<file path="src/rtl/round_score_tracker_pkg.sv">
// Shared definitions for the best-of-9 scoreboard.
// The finish detector and the display logic use the same result codes,
// winner codes and state encodings.
//   RES_*  : round result codes offered on the result input
//   WIN_*  : winner codes reported by the finish detector
//   ST_*   : tracker state encodings (2-bit, legacy-compatible constants)
//   add_one: 4-bit incrementer built as a half-adder carry chain
package round_score_tracker_pkg;

    localparam logic [1:0] RES_BAD  = 2'b00;
    localparam logic [1:0] RES_DRAW = 2'b01;
    localparam logic [1:0] RES_P1   = 2'b10;
    localparam logic [1:0] RES_P2   = 2'b11;

    localparam logic [1:0] WIN_NONE = 2'b00;
    localparam logic [1:0] WIN_TIE  = 2'b01;
    localparam logic [1:0] WIN_P1   = 2'b10;
    localparam logic [1:0] WIN_P2   = 2'b11;

    localparam logic [1:0] ST_IDLE  = 2'b00;
    localparam logic [1:0] ST_PLAY  = 2'b01;
    localparam logic [1:0] ST_CHECK = 2'b10;
    localparam logic [1:0] ST_OVER  = 2'b11;

    // Ripple half-adder chain: bit i toggles when all lower bits are 1.
    function automatic logic [3:0] add_one(input logic [3:0] a);
        logic [3:0] s;
        s[0] = ~a[0];
        s[1] = a[1] ^ a[0];
        s[2] = a[2] ^ (a[1] & a[0]);
        s[3] = a[3] ^ (a[2] & a[1] & a[0]);
        return s;
    endfunction

endpackage

</file>
<file path="src/rtl/round_score_tracker_counter.sv">
// score_counter: 4-bit count register with synchronous clear and increment
// enable. Clear wins over increment.
//   clk, reset_n : clock and asynchronous active-low reset
//   clear        : zero the count on the next edge
//   inc          : add one on the next edge
//   count        : registered count
module score_counter
    import round_score_tracker_pkg::*;
(
    input  logic       clk,
    input  logic       reset_n,
    input  logic       clear,
    input  logic       inc,
    output logic [3:0] count
);

    // NOTE: state registers use non-blocking assignments so every flop
    // samples pre-edge values, independent of block evaluation order.
    always_ff @(posedge clk or negedge reset_n) begin
        if (!reset_n) begin
            count <= 4'd0;
        end else if (clear) begin
            count <= 4'd0;
        end else if (inc) begin
            count <= add_one(count);
        end
    end

endmodule

</file>
<file path="src/rtl/round_score_tracker.sv">
// round_score_tracker: accepts one round result per handshake, keeps the
// round/win/lose counts, waits one settle cycle for the downstream finish
// detector, then either reopens for the next result or freezes the game and
// latches the winner.
//   clk, reset_n   : clock, asynchronous active-low reset
//   start          : clear counts/winner and begin a new game (top priority)
//   result_valid   : result offered this cycle
//   result         : 10 P1 wins, 11 P2 wins, 01 draw, 00 illegal
//   result_ready   : tracker accepts a result this cycle
//   fin            : finish flag from the detector, settled during CHECK
//   printwinner    : detector winner code, latched on game end
//   round/win/lose : registered counts
//   game_over      : game frozen
//   final_winner   : latched winner, 00 until a game ends
//   err_illegal    : one-cycle pulse after an accepted 00 result
module round_score_tracker
    import round_score_tracker_pkg::*;
#(
    parameter int unsigned MAX_ROUNDS = 9
)
(
    input  logic       clk,
    input  logic       reset_n,
    input  logic       start,
    input  logic       result_valid,
    input  logic [1:0] result,
    output logic       result_ready,
    input  logic       fin,
    input  logic [1:0] printwinner,
    output logic [3:0] round,
    output logic [3:0] win,
    output logic [3:0] lose,
    output logic       game_over,
    output logic [1:0] final_winner,
    output logic       err_illegal
);

    logic [1:0] state;
    logic [1:0] state_next;
    logic       transfer;
    logic       legal;
    logic       illegal;
    logic       end_game;

    assign result_ready = (state == ST_PLAY);
    assign game_over    = (state == ST_OVER);

    // start drops any result offered in the same cycle.
    assign transfer = result_valid && result_ready && !start;
    assign legal    = transfer && (result != RES_BAD);
    assign illegal  = transfer && (result == RES_BAD);

    // Counts are stable through CHECK, so fin/printwinner have settled.
    assign end_game = (state == ST_CHECK) && !start &&
                      (fin || (round == 4'(MAX_ROUNDS)));

    // NOTE: the default assignment before the case keeps this block purely
    // combinational; a missing branch would otherwise infer a latch.
    always_comb begin
        state_next = state;
        if (start) begin
            state_next = ST_PLAY;
        end else begin
            case (state)
                ST_PLAY:  if (legal) state_next = ST_CHECK;
                ST_CHECK: state_next = end_game ? ST_OVER : ST_PLAY;
                default:  state_next = state;
            endcase
        end
    end

    always_ff @(posedge clk or negedge reset_n) begin
        if (!reset_n) begin
            state        <= ST_IDLE;
            final_winner <= WIN_NONE;
            err_illegal  <= 1'b0;
        end else begin
            state       <= state_next;
            err_illegal <= illegal;
            if (start) begin
                final_winner <= WIN_NONE;
            end else if (end_game) begin
                final_winner <= printwinner;
            end
        end
    end

    score_counter u_round (
        .clk     (clk),
        .reset_n (reset_n),
        .clear   (start),
        .inc     (legal),
        .count   (round)
    );

    score_counter u_win (
        .clk     (clk),
        .reset_n (reset_n),
        .clear   (start),
        .inc     (legal && (result == RES_P1)),
        .count   (win)
    );

    score_counter u_lose (
        .clk     (clk),
        .reset_n (reset_n),
        .clear   (start),
        .inc     (legal && (result == RES_P2)),
        .count   (lose)
    );

endmodule

</file>
<file path="config.mk">
export PLATFORM = sky130hd
export DESIGN_NAME = round_score_tracker
export DESIGN_NICKNAME = d
export VERILOG_FILES = /design/src/rtl/round_score_tracker_pkg.sv /design/src/rtl/round_score_tracker_counter.sv /design/src/rtl/round_score_tracker.sv
export SDC_FILE = /design/constraint.sdc
export NUM_CORES = 1
export LEC_CHECK = 0
export CORE_MARGIN = 2
export CORE_UTILIZATION = 49
export DETAILED_ROUTE_END_ITERATION = 16
export PLACE_DENSITY = 0.82
export SETUP_SLACK_MARGIN = 0.5
export SYNTH_ARGS = -nofsm -noshare
export SYNTH_HDL_FRONTEND = slang
export SYNTH_SLANG_ARGS = --single-unit
</file>
<file path="constraint.sdc">
create_clock -name clk -period 3.8 [get_ports clk]
set_input_delay 1.14 -clock clk [delete_from_list [all_inputs] [get_ports clk]]
set_output_delay 1.14 -clock clk [all_outputs]
set_load 0.005 [all_outputs]
</file>
# ---- Word-level counts from Yosys, hierarchy flattened
# Index checks and enable logic that the tools add are counted.
dict set report totals {
  register_bits 17
  latch_bits 0
  ram_bits 0
  romBits 0
  inputBits 9
  output_inout_bits 17
  n_memories 0
}
dict set report op_classes {
  addsub 0
  mul 0
  div 0
  magnitude_cmp 0
  eq_ne 7
  n_shift 0
  n_mux 12
  bitwise_logic 21
  reduce_logical 18
}
# cell n
set ops {}
lappend ops {{$mux 4} 6}
lappend ops {{$mux 2} 5}
lappend ops {{$reduce_bool 2->1} 5}
lappend ops {{$and 1x1->1} 9}
lappend ops {{$xor 1x1->1} 9}
lappend ops {{$eq 2x2->1 const B} 4}
lappend ops {{$logic_and 1x1->1} 8}
lappend ops {{$eq 4x4->1 const B} 1}
lappend ops {{$pmux 2 s2} 1}
lappend ops {{$ne 3x2->1 const B} 1}
lappend ops {{$not 1->1} 3}
lappend ops {{$reduce_bool 3->1} 1}
lappend ops {{$eq 2x1->1 const B} 1}
lappend ops {{$logic_not 2->1} 1}
lappend ops {{$reduce_and 2->1} 1}
lappend ops {{$logic_not 1->1} 1}
lappend ops {{$logic_or 1x1->1} 1}

# ---- Logic depth before layout (Yosys ltp)
dict set report logic_depth {
  depth_word 7
  depth_mapped 5
  depth_no_buf 5
}

# ---- By module
# A second synthesis with hierarchy kept.
dict set report unflattened {
  hier_cells 79
  area_unflattened_um2 892.1
}
# module instances cells_each area_each_um2 seq_area_each_um2
set modules_own_cells {}
lappend modules_own_cells {score_counter 3 16 192.7 100.1}
lappend modules_own_cells {round_score_tracker 1 31 314.1 125.1}

# ---- Worst setup path after synthesis
# Ideal clock, no wire load.
dict set report synth_timing {
  path_type {input to register}
  start {in start}
  end {reg u_lose.count[3]}
  arrival_time_ns 1.971
  path_slack_ns 1.751
  path_stages 3
  path_buffers 0
  cell_sequence {nand4bb_4 > or4_1 > a21oi_1}
}
dict set report synth_between {
  elab_chain_cells 5
  word_cells_on_any_way 6
  classes_between {mux: 1; reduce/logical: 5}
}
# element line
set synth_lines {}
lappend synth_lines {{start, declared} round_score_tracker.sv:24} ;# input logic start,
lappend synth_lines {{$logic_not 1->1} round_score_tracker.sv:49} ;# assign transfer = result_valid && result_ready && !start;
lappend synth_lines {{$logic_and 1x1->1} round_score_tracker.sv:49}
lappend synth_lines {{$logic_and 1x1->1} round_score_tracker.sv:50} ;# assign legal = transfer && (result != RES_BAD);
lappend synth_lines {{$logic_and 1x1->1} round_score_tracker.sv:108} ;# .inc (legal && (result == RES_P2)),
lappend synth_lines {{$reduce_bool 2->1 (no source line)} -}
lappend synth_lines {{end signal, assigned} round_score_tracker_counter.sv:25} ;# count <= add_one(count);
lappend synth_lines {{end, declared} round_score_tracker_counter.sv:14} ;# output logic [3:0] count
# Parallel ways exist; a longest one is shown, timed or not.
# A chain may end at the register's enable or synchronous reset.

# ---- Worst setup path in the final report
dict set report layout_timing {
  start {in start}
  end {reg u_win.count[3]}
}
dict set report layout_between {
  elab_chain_cells 5
  word_cells_on_any_way 6
  classes_between {mux: 1; reduce/logical: 5}
}
# element line
set layout_lines {}
lappend layout_lines {{$logic_not 1->1} round_score_tracker.sv:49}
lappend layout_lines {{$logic_and 1x1->1} round_score_tracker.sv:49}
lappend layout_lines {{$logic_and 1x1->1} round_score_tracker.sv:50}
lappend layout_lines {{$logic_and 1x1->1} round_score_tracker.sv:100} ;# .inc (legal && (result == RES_P1)),
lappend layout_lines {{$reduce_bool 2->1 (no source line)} -}
lappend layout_lines {{end signal, assigned} round_score_tracker_counter.sv:25}
lappend layout_lines {{end, declared} round_score_tracker_counter.sv:14}
# Parallel ways exist; a longest one is shown, timed or not.

==> impl_metrics.toml <==
[clock_tree]
ctsRootBufferMaster = "clkbuf_4"
hold_buffers = 0
htree_num_levels = 1
insertion_delay_ps = 290
numCtsBuffers = 3
clock_sinks = 17
clockBufferDepth = 2
cts_tree = "yes"
cts_resized = 0
clk_pin_slew_ps = 110
cts_setup_buffers = 0

[timing]
post-route-min-period_ps = 2840
final_max_slew_viol_count = 0
hold_viol_final = 0
rsz0062_at_grt = "no"
worst-slew-pin-transition_ps = 776
fmax_mhz = 352
fin_hold_ws_ps = 551
final-setup-viol-count = 0
totalNegativeSetupSlack_ps = 0
max_slew_margin_pct = 48.1
finClkSkew_ps = 6.65
post-route-period-util_pct = 74.7

[run]
cap_violations = 0

[worst_setup_path]
crit_chain = "clkdlybuf4s50_1 -> nand4bb_4 -> or4_1 -> a21oi_1"
ff2ff_path_depth = 3
critPathMaxStageDelay_ps = 640
crit_path_start_kind = "input port"
critPathKind = "input port to register"
crit_family = "simple AND/OR/NAND/NOR gates"
cpMaxStageDelayCell = "clkdlybuf4s50_1"
reg2reg_from = "state[1]"
reg2reg_to = "u_win.count[3]"
crit_arrival_ps = 3050
crit_fanout = 24
crit_path_end_kind = "register"
cp.required_ps = 4010
path_buf_inv = 1
worst-path-stages = 4
r2r_setup_slack_ps = 2070

[logic_synthesis]
synth-seq-area-share_pct = 46.6
synth_fp_nets = 103
syn_area_per_cell_um2 = 10.1
netlist_area_um2 = 912
yosys_register_bits = 17
synth_cell_type_count = 27
postSynthCellCount = 90
yosys_warnings = 0

[min_path]
min-delay-start = "final_winner[1]"
min_path_cells = 2
min_to = "final_winner[1]"
worstHoldPathType = "register to register"

[layout]
layout.nets = 130
diodes = 0
area_growth_pct = 31.0
drive_above_1_share_pct = 6.90
fillers = 138

[global_route]
grt_start_max_net_pins = 25
grt_pass1_vias = 684
grtUsageTotal_pct = 19.6
antenna_found_initial = 0
grt_pass1_wl_um = 3010
grt_overflow_total = 0

[power]
total_power_mw = 0.342
powerDensity_nw_per_um2 = 286
ir_drop_mv = 0.330
power.leakage_nw = 0.467

[routing]
drt_iter0_markers = 32
routed_wl_um = 1980
viasPerCell = 5.63
wire_per_inst_um = 14.0
drt_pass1_iterations = 4
via_count = 794
drc_errors = 0
antenna_left = 0

[die]
die_area_um2 = 2220
dieHeight_um = 47.1
row_count = 15
fp.dieW_um = 47.1
start_util_pct = 52.3
pin_count = 26
core_area_um2 = 1750

[outcome]
status = "finished clean"

[place]
globalplace.congestion = 0.822
dpl.hpwl_um = 1350
io_buffer_count = 25
cell type report:
cell class	instances	area [µm²]	share of cell area, %
Clock buffer	3	22.5	1.88
Clock inverter	1	5.00	0.419
Inverter	6	22.5	1.88
Multi-Input combinational cell	64	438	36.6
Sequential cell	17	425	35.6
Tap cell	25	31.3	2.62
Timing Repair Buffer	25	250	20.9
worst min-delay path, cell delays in order (launching register included):
cell and delay, ps:
dfrtp_1 390, nand2_1 60, mux2i_1 60
metal layers:
| metal | share of wire [%] | up-vias | global-route usage [%] | routed length [µm] |
|---|---|---|---|---|
| li1 | - | 387 | - | - |
| met1 | 48 | 375 | 26.8 | 947 |
| met5 | 0 | - | 0 | 0 |
| met2 | 47 | 30 | 30.4 | 922 |
| met4 | 0.71 | 0 | 7.22 | 14 |
| met3 | 4.7 | 2 | 4.62 | 93 |
cells in the mapped netlist (all sizes together):
| cell type | n | area, µm² |
|---|---|---|
| mux2i | 2 | 20.0 |
| a21oi | 11 | 55.1 |
| nand3 | 3 | 15.0 |
| o21ai | 7 | 35.0 |
| a31o | 1 | 8.76 |
| dfrtp | 17 | 425 |
| nor2 | 4 | 15.0 |
| o41ai | 2 | 17.5 |
| nand4 | 1 | 6.26 |
| and2 | 1 | 7.51 |
| ha | 4 | 50.1 |
| nand2b | 2 | 12.5 |
| nand2 | 6 | 22.5 |
| and2b | 1 | 8.76 |
| nand3b | 1 | 7.51 |
| nand4b | 1 | 8.76 |
| and4bb | 1 | 12.5 |
| clkbuf | 1 | 3.75 |
| or4 | 4 | 30.0 |
| nor3 | 1 | 5.00 |
| buf | 2 | 22.5 |
| o311ai | 2 | 17.5 |
| inv | 6 | 22.5 |
| nand4bb | 1 | 27.5 |
| or3 | 4 | 25.0 |
| o31ai | 4 | 30.0 |
registers in the layout, indices dropped and copies added (netlist names):
register	count
err_illegal	1
final_winner	2
state	2
u_lose.count	4
u_round.count	4
u_win.count	4
worst max-delay path by stage:
stage	startpoint	to	slack, ps
5_1_grt	start	u_win.count[3]	870
3_3_place_gp	start	u_win.count[3]	800
2_1_floorplan	start	u_lose.count[3]	1750
6_report	start	u_win.count[3]	960
3_5_place_dp	start	u_win.count[3]	690
4_1_cts	start	u_win.count[3]	1010
per-stage QoR:
| step | instances | instance area, µm² | setup WS [ps] | utilization [%] |
|---|---|---|---|---|
| floorplan | 90 | 912 | 1750 | - |
| global placement | 137 | 1170 | 803 | 66.9 |
| detailed placement | 137 | 1170 | 690 | 66.9 |
| CTS | 141 | 1190 | 1010 | 68.5 |
| global route | 141 | 1190 | 874 | 68.5 |
| finish | 141 | 1190 | 962 | 68.5 |
cells by family after synthesis:
kind of cell,Yosys count,share of synthesized area (%)
AND/OR/NAND/NOR,31,22.4
AO/OA/AOI/OAI,27,18.0
flip-flops,17,46.6
adder cells (fa/ha/maj),4,5.49
multiplexers,2,2.19
buffers and inverters,9,5.35
report_power, final:
group | switching, mW | internal (mW) | total [mW]
sequential | 0.00621 | 0.185 | 0.191
clock | 0.0590 | 0.0392 | 0.0982
combinational | 0.0252 | 0.0274 | 0.0527
placed cells by master (no fill, tap or decap):
cell and instances:
or4_1 4, nand2_1 6, o41ai_1 2, o311ai_1 2
o21ai_0 1, nor3_1 1, nand4b_1 1, nor2_1 4
nand4_1 1, a21oi_1 11, mux2i_1 2, inv_1 6
dfrtp_1 17, or3_1 4, a31o_1 1, o31ai_1 4
and2_2 1, clkbuf_4 3, o21ai_1 6, nand3b_1 1
nand2b_1 2, nand4bb_4 1, and2b_2 1, and4bb_2 1
clkinv_2 1, nand3_1 3, clkdlybuf4s50_1 25, ha_1 4
No activity file was read; power rests on OpenSTA's default activity.
